File: src/rtl/alu_flags_seq.sv
// Registered ALU with ARM-style NZCV flags and valid/ready handshakes.
// Single-cycle ops (ADD/SUB/XOR/NOT/AND/ORR/MOV) return one cycle after
// acceptance. MUL is a shift-add unit that retires one multiplier bit per
// cycle and completes N cycles after acceptance.
module alu_flags_seq #(
  parameter int N = 32
) (
  input  logic         clk,
  input  logic         reset,
  input  logic         in_valid,
  output logic         in_ready,
  input  logic [N-1:0] A,
  input  logic [N-1:0] B,
  input  logic [2:0]   ALUControl,
  input  logic         set_flags,
  output logic         out_valid,
  input  logic         out_ready,
  output logic [N-1:0] result,
  output logic [3:0]   flags,
  output logic         busy
);

  localparam int CW = $clog2(N);
  localparam logic [CW-1:0] LAST_BIT = CW'(N - 1);
  localparam logic [CW-1:0] CNT_ONE  = CW'(1);

  localparam logic [2:0] OP_ADD = 3'b000;
  localparam logic [2:0] OP_SUB = 3'b001;
  localparam logic [2:0] OP_XOR = 3'b010;
  localparam logic [2:0] OP_NOT = 3'b011;
  localparam logic [2:0] OP_AND = 3'b100;
  localparam logic [2:0] OP_ORR = 3'b101;
  localparam logic [2:0] OP_MUL = 3'b110;
  localparam logic [2:0] OP_MOV = 3'b111;

  typedef enum logic [0:0] {
    IDLE = 1'b0,
    MUL  = 1'b1
  } state_t;

  state_t         state_r;
  state_t         state_nx_s;
  logic           accept_s;
  logic           mul_done_s;

  // single-cycle datapath
  logic [N-1:0]   b_op_s;
  logic           cin_s;
  logic [N:0]     sum_s;
  logic [N-1:0]   alu_res_s;
  logic           alu_cv_s;
  logic           alu_c_s;
  logic           alu_v_s;

  // multiplier state: multiplicand shifts left, multiplier shifts right
  logic [N-1:0]   mcand_r;
  logic [N-1:0]   mplier_r;
  logic [N-1:0]   acc_r;
  logic [N-1:0]   acc_nx_s;
  logic [CW-1:0]  cnt_r;
  logic           mul_setf_r;

  // output load selection
  logic           load_s;
  logic [N-1:0]   load_res_s;
  logic           load_setf_s;
  logic           load_cv_s;
  logic [3:0]     flags_nx_s;

  // The output slot may refill on the same edge it drains, so ready looks at out_ready.
  assign in_ready = (state_r == IDLE) && (!out_valid || out_ready);

  // Single-cycle ALU: shared N+1-bit adder gives the carry for ADD and SUB.
  always_comb begin
    b_op_s    = B;
    cin_s     = 1'b0;
    alu_res_s = {N{1'b0}};
    alu_cv_s  = 1'b0;
    alu_c_s   = 1'b0;
    alu_v_s   = 1'b0;
    if (ALUControl == OP_SUB) begin
      b_op_s = ~B;
      cin_s  = 1'b1;
    end else begin
      b_op_s = B;
      cin_s  = 1'b0;
    end
    sum_s = {1'b0, A} + {1'b0, b_op_s} + {{N{1'b0}}, cin_s};
    case (ALUControl)
      OP_ADD: begin
        alu_res_s = sum_s[N-1:0];
        alu_cv_s  = 1'b1;
        alu_c_s   = sum_s[N];
        alu_v_s   = (A[N-1] == B[N-1]) && (sum_s[N-1] != A[N-1]);
      end
      OP_SUB: begin
        alu_res_s = sum_s[N-1:0];
        alu_cv_s  = 1'b1;
        alu_c_s   = sum_s[N];
        alu_v_s   = (A[N-1] != B[N-1]) && (sum_s[N-1] != A[N-1]);
      end
      OP_XOR:  alu_res_s = A ^ B;
      OP_NOT:  alu_res_s = ~B;
      OP_AND:  alu_res_s = A & B;
      OP_ORR:  alu_res_s = A | B;
      OP_MOV:  alu_res_s = B;
      OP_MUL:  alu_res_s = {N{1'b0}};
      default: alu_res_s = {N{1'b0}};
    endcase
  end

  // Shift-add step: add the shifted multiplicand when the current multiplier bit is set.
  always_comb begin
    if (mplier_r[0]) begin
      acc_nx_s = acc_r + mcand_r;
    end else begin
      acc_nx_s = acc_r;
    end
  end

  // Next-state logic: MUL runs for exactly N cycles, one bit per cycle.
  always_comb begin
    state_nx_s = state_r;
    accept_s   = in_valid && in_ready;
    mul_done_s = 1'b0;
    case (state_r)
      IDLE: begin
        if (accept_s && (ALUControl == OP_MUL)) begin
          state_nx_s = MUL;
        end else begin
          state_nx_s = IDLE;
        end
      end
      MUL: begin
        if (cnt_r == LAST_BIT) begin
          state_nx_s = IDLE;
          mul_done_s = 1'b1;
        end else begin
          state_nx_s = MUL;
        end
      end
      default: state_nx_s = IDLE;
    endcase
  end

  // Pick what loads into the output register; C and V only change for ADD/SUB.
  always_comb begin
    load_s      = 1'b0;
    load_res_s  = alu_res_s;
    load_setf_s = set_flags;
    load_cv_s   = alu_cv_s;
    if (mul_done_s) begin
      load_s      = 1'b1;
      load_res_s  = acc_nx_s;
      load_setf_s = mul_setf_r;
      load_cv_s   = 1'b0;
    end else if (accept_s && (ALUControl != OP_MUL)) begin
      load_s      = 1'b1;
      load_res_s  = alu_res_s;
      load_setf_s = set_flags;
      load_cv_s   = alu_cv_s;
    end else begin
      load_s = 1'b0;
    end
    flags_nx_s = {load_res_s[N-1],
                  (load_res_s == {N{1'b0}}),
                  (load_cv_s ? alu_c_s : flags[1]),
                  (load_cv_s ? alu_v_s : flags[0])};
  end

  // State register and busy indicator.
  always_ff @(posedge clk or posedge reset) begin
    if (reset) begin
      state_r <= IDLE;
      busy    <= 1'b0;
    end else begin
      state_r <= state_nx_s;
      busy    <= (state_nx_s == MUL);
    end
  end

  // Output register: load a finished op, otherwise drain on out_ready, otherwise hold.
  always_ff @(posedge clk or posedge reset) begin
    if (reset) begin
      out_valid <= 1'b0;
      result    <= {N{1'b0}};
      flags     <= 4'b0000;
    end else begin
      if (load_s) begin
        out_valid <= 1'b1;
        result    <= load_res_s;
        if (load_setf_s) begin
          flags <= flags_nx_s;
        end
      end else if (out_ready) begin
        out_valid <= 1'b0;
      end
    end
  end

  // Multiplier registers: latch operands on acceptance, then shift each cycle in MUL.
  always_ff @(posedge clk or posedge reset) begin
    if (reset) begin
      mcand_r    <= {N{1'b0}};
      mplier_r   <= {N{1'b0}};
      acc_r      <= {N{1'b0}};
      cnt_r      <= {CW{1'b0}};
      mul_setf_r <= 1'b0;
    end else begin
      if ((state_r == IDLE) && accept_s && (ALUControl == OP_MUL)) begin
        mcand_r    <= A;
        mplier_r   <= B;
        acc_r      <= {N{1'b0}};
        cnt_r      <= {CW{1'b0}};
        mul_setf_r <= set_flags;
      end else if (state_r == MUL) begin
        mcand_r  <= {mcand_r[N-2:0], 1'b0};
        mplier_r <= {1'b0, mplier_r[N-1:1]};
        acc_r    <= acc_nx_s;
        cnt_r    <= cnt_r + CNT_ONE;
      end
    end
  end

endmodule
File: config.mk
export PLATFORM = sky130hd
export DESIGN_NAME = alu_flags_seq
export DESIGN_NICKNAME = d
export VERILOG_FILES = /design/src/rtl/alu_flags_seq.sv
export SDC_FILE = /design/constraint.sdc
export NUM_CORES = 1
export LEC_CHECK = 0
export ABC_AREA = 0
export BUFFER_PORTS_ARGS = -buffer_cell sky130_fd_sc_hd__buf_2
export CORE_UTILIZATION = 62
export DETAILED_ROUTE_END_ITERATION = 7
export PLACE_DENSITY_LB_ADDON = 0.25
export SYNTH_ARGS = -nofsm -noshare
export SYNTH_HDL_FRONTEND = slang
export SYNTH_SLANG_ARGS = --single-unit
File: constraint.sdc
create_clock -name clk -period 5.68 [get_ports clk]
set_input_delay 0.284 -clock clk [delete_from_list [all_inputs] [get_ports clk]]
set_output_delay 0.284 -clock clk [all_outputs]
set_load 0.005 [all_outputs]
==> results_dict.tcl <==
set metrics [dict create \
    grt_max_degree 86 \
    cap_violations 0 \
    gp_congestion 0.989 \
    syn_inst 1584 \
    rsz0062_at_grt "false" \
    ios 111 \
    crit_fanout 29 \
    leakagePower_uw 0.00668 \
    arrival_ns 4.39 \
    cts.sink_count 140 \
    dr.pass1.iters 7 \
    cts-root-buf "clkbuf_16" \
    final_max_slew_viol_count 0 \
    rrSetupSlack_ns 1.66 \
    end_kind "flip-flop" \
    core_um2 20500 \
    cts_buffers 17 \
    dp_slack_ns 1.36 \
    yosysTopAreaCell "dfrtp_1" \
    syn-cell-area_um2 13100 \
    post_drt_via_cell_ratio 6.74 \
    synth_top_area_share 0.267 \
    fillers 1670 \
    critical_path.cell_chain "ha_1 -> and3_1 -> ha_1 -> nand2_1 -> buf_4 -> nand3_1 -> o21ai_0 -> a31oi_1 -> a2111oi_2 -> nand4_1 -> nor4_1 -> nand4_1 -> o21ai_1" \
    grt_overflow 0 \
    path_depth 13 \
    drtIter0Drc 1238 \
    synth_seq_cells 140 \
    antennaDiodeCount 0 \
    max_stage_delay_ns 0.67 \
    ir_worst_vdd_mv 0.232 \
    placementRows 52 \
    finalCritPeriodShare 0.708 \
    dieArea_um2 21800 \
    status "finished with violations" \
    setup-violations-final 0 \
    grt_usage 0.400 \
    clk_path_buf_depth 2 \
    drc 0 \
    die_x_um 148 \
    worst_hold_slack_ns -0.0133 \
    ys_types 101 \
    cts.htree.levels 4 \
    crit_buf_inv 1 \
    p_per_area_nw_per_um2 403 \
    antenna_left 0 \
    slew_headroom 0.312 \
    violations "negative hold slack" \
    hold_violations 15 \
    worstSetupPathType "flip-flop to flip-flop" \
    wl_per_cell_um 22.7 \
    syn2layout_area_growth_pct 9.27 \
    clk_latency_ns 0.44 \
    antenna_found_initial 0 \
    nets 1836 \
    clk_pin_slew_worst_paths_ns 0.07 \
    avgSynthCellArea_um2 8.30 \
    final_common_cell "nand2_1" \
    synth_top_cells_by_area "dfrtp_1, ha_1, xnor2_1, a221o_1, a21oi_1" \
    postCtsSetupBuffers 0 \
    tightest_slew_ns 1.03 \
    rr_worst_depth 13 \
    async_reset_ff_frac 1.00 \
    power_uw 5790 \
    hold_class "input port to asynchronous set/reset pin" \
    wirelength_um 43400 \
    synth_warnings 0 \
    dp_hpwl_um 32100 \
    crit_family "simple AND/OR/NAND/NOR gates" \
    cts_tree "yes" \
    cts_resized 0 \
    port_buffers 110 \
    drive_above_1_share 0.137 \
    hold_buffers 0 \
    ys_seq_area_frac 0.267 \
    finalWorstSetupSlack_ns 1.66 \
    utilization 0.701 \
    initial_core_util 0.641 \
    layout_common_cells "nand2_1, dfrtp_1, ha_1, nor2_1, a21oi_1" \
    crit_path_start_kind "flip-flop" \
    fmax_mhz 249 \
    skew_ns 0.0116 \
    synth_top_flop_cell "dfrtp_1" \
    final.setup.tns_ns 0 \
    vias 12900 \
    synth_fp_nets 1788 \
    crit_required_ns 6.04 \
    min_period_ns 4.02 \
    dieHeight_um 148 \
    cp_slowest_cell "nand2_1" \
    grt_pass1_vias 11900 \
    synth_edf_count 0 \
    grt_pass1_wl_um 67000 \
    timing.rr.end "flags[2]" \
    reg2reg_from "cnt_r[0]" \
]
cell families (layout without fill, tap and decap cells):
kind of cell | Yosys count | count (layout) | synth area share
AO/OA/AOI/OAI | 513 | 513 | 0.281
AND/OR/NAND/NOR | 477 | 477 | 0.173
buffers and inverters | 192 | 252 | 0.0613
flip-flops | 140 | 140 | 0.267
multiplexers | 34 | 34 | 0.0269
adder cells (fa/ha/maj) | 132 | 132 | 0.127
XOR/XNOR | 96 | 96 | 0.0640
worst max-delay path by stage:
stage / start / to
after floorplan: ALUControl[0] / flags[2]
after global placement: ALUControl[1] / result[31]
after detailed placement: ALUControl[1] / result[31]
after CTS: cnt_r[0] / flags[2]
after global routing: ALUControl[1] / flags[3]
final: cnt_r[0] / flags[2]
layer usage:
metal / wire (um) / track usage / up-vias
met5: 0 / 0 / -
met4: 1060 / 0.110 / 0
met3: 4570 / 0.0827 / 68
met2: 18400 / 0.579 / 687
met1: 19400 / 0.599 / 6212
li1: - / - / 5929
final cells by class:
| cell class | count | area, um2 | share of cell area |
|---|---|---|---|
| Sequential cell | 140 | 3500 | 0.244 |
| Clock buffer | 19 | 443 | 0.0308 |
| Inverter | 90 | 343 | 0.0239 |
| Multi-Input combinational cell | 1252 | 8860 | 0.617 |
| Tap cell | 270 | 338 | 0.0235 |
| Timing Repair Buffer | 131 | 708 | 0.0493 |
| Clock inverter | 12 | 163 | 0.0113 |
stage by stage:
stage          cells  hold WS [ns]  instance area [um2]
2_1_floorplan   1584         0.389                13100
3_3_place_gp    1883         0.451                13800
3_5_place_dp    1883         0.462                13800
4_1_cts         1914        0.0148                14400
5_1_grt         1914        0.0618                14400
6_report        1914       -0.0133                14400
flip-flops by register name (all words and copies together) (netlist names):
signal and count:
state_r 1, mplier_r 32, result 32, acc_r 32, cnt_r 5, out_valid 1
mul_setf_r 1, flags 4, mcand_r 32
cells in the mapped netlist (all sizes together) (10+ instances only):
library cell,count
nand2,146
dfrtp,140
ha,130
nor2,129
a21oi,114
o21ai,109
inv,89
xnor2,76
clkbuf,69
a221o,64
nand3,52
buf,33
nor3,31
nand4,25
o21a,24
mux2i,23
nand2b,20
xor2,20
a221oi,19
a21o,18
o31ai,17
and2,15
o211ai,15
a211oi,14
or3,14
a31oi,11
mux2,11
nor2b,11
o22ai,10
power breakdown:
group          switching [uW]  internal [uW]
combinational            1750           1120
clock                     478            706
sequential                329           1400
total                    2550           3230
Note: power is estimated with default switching activity, not from simulation.
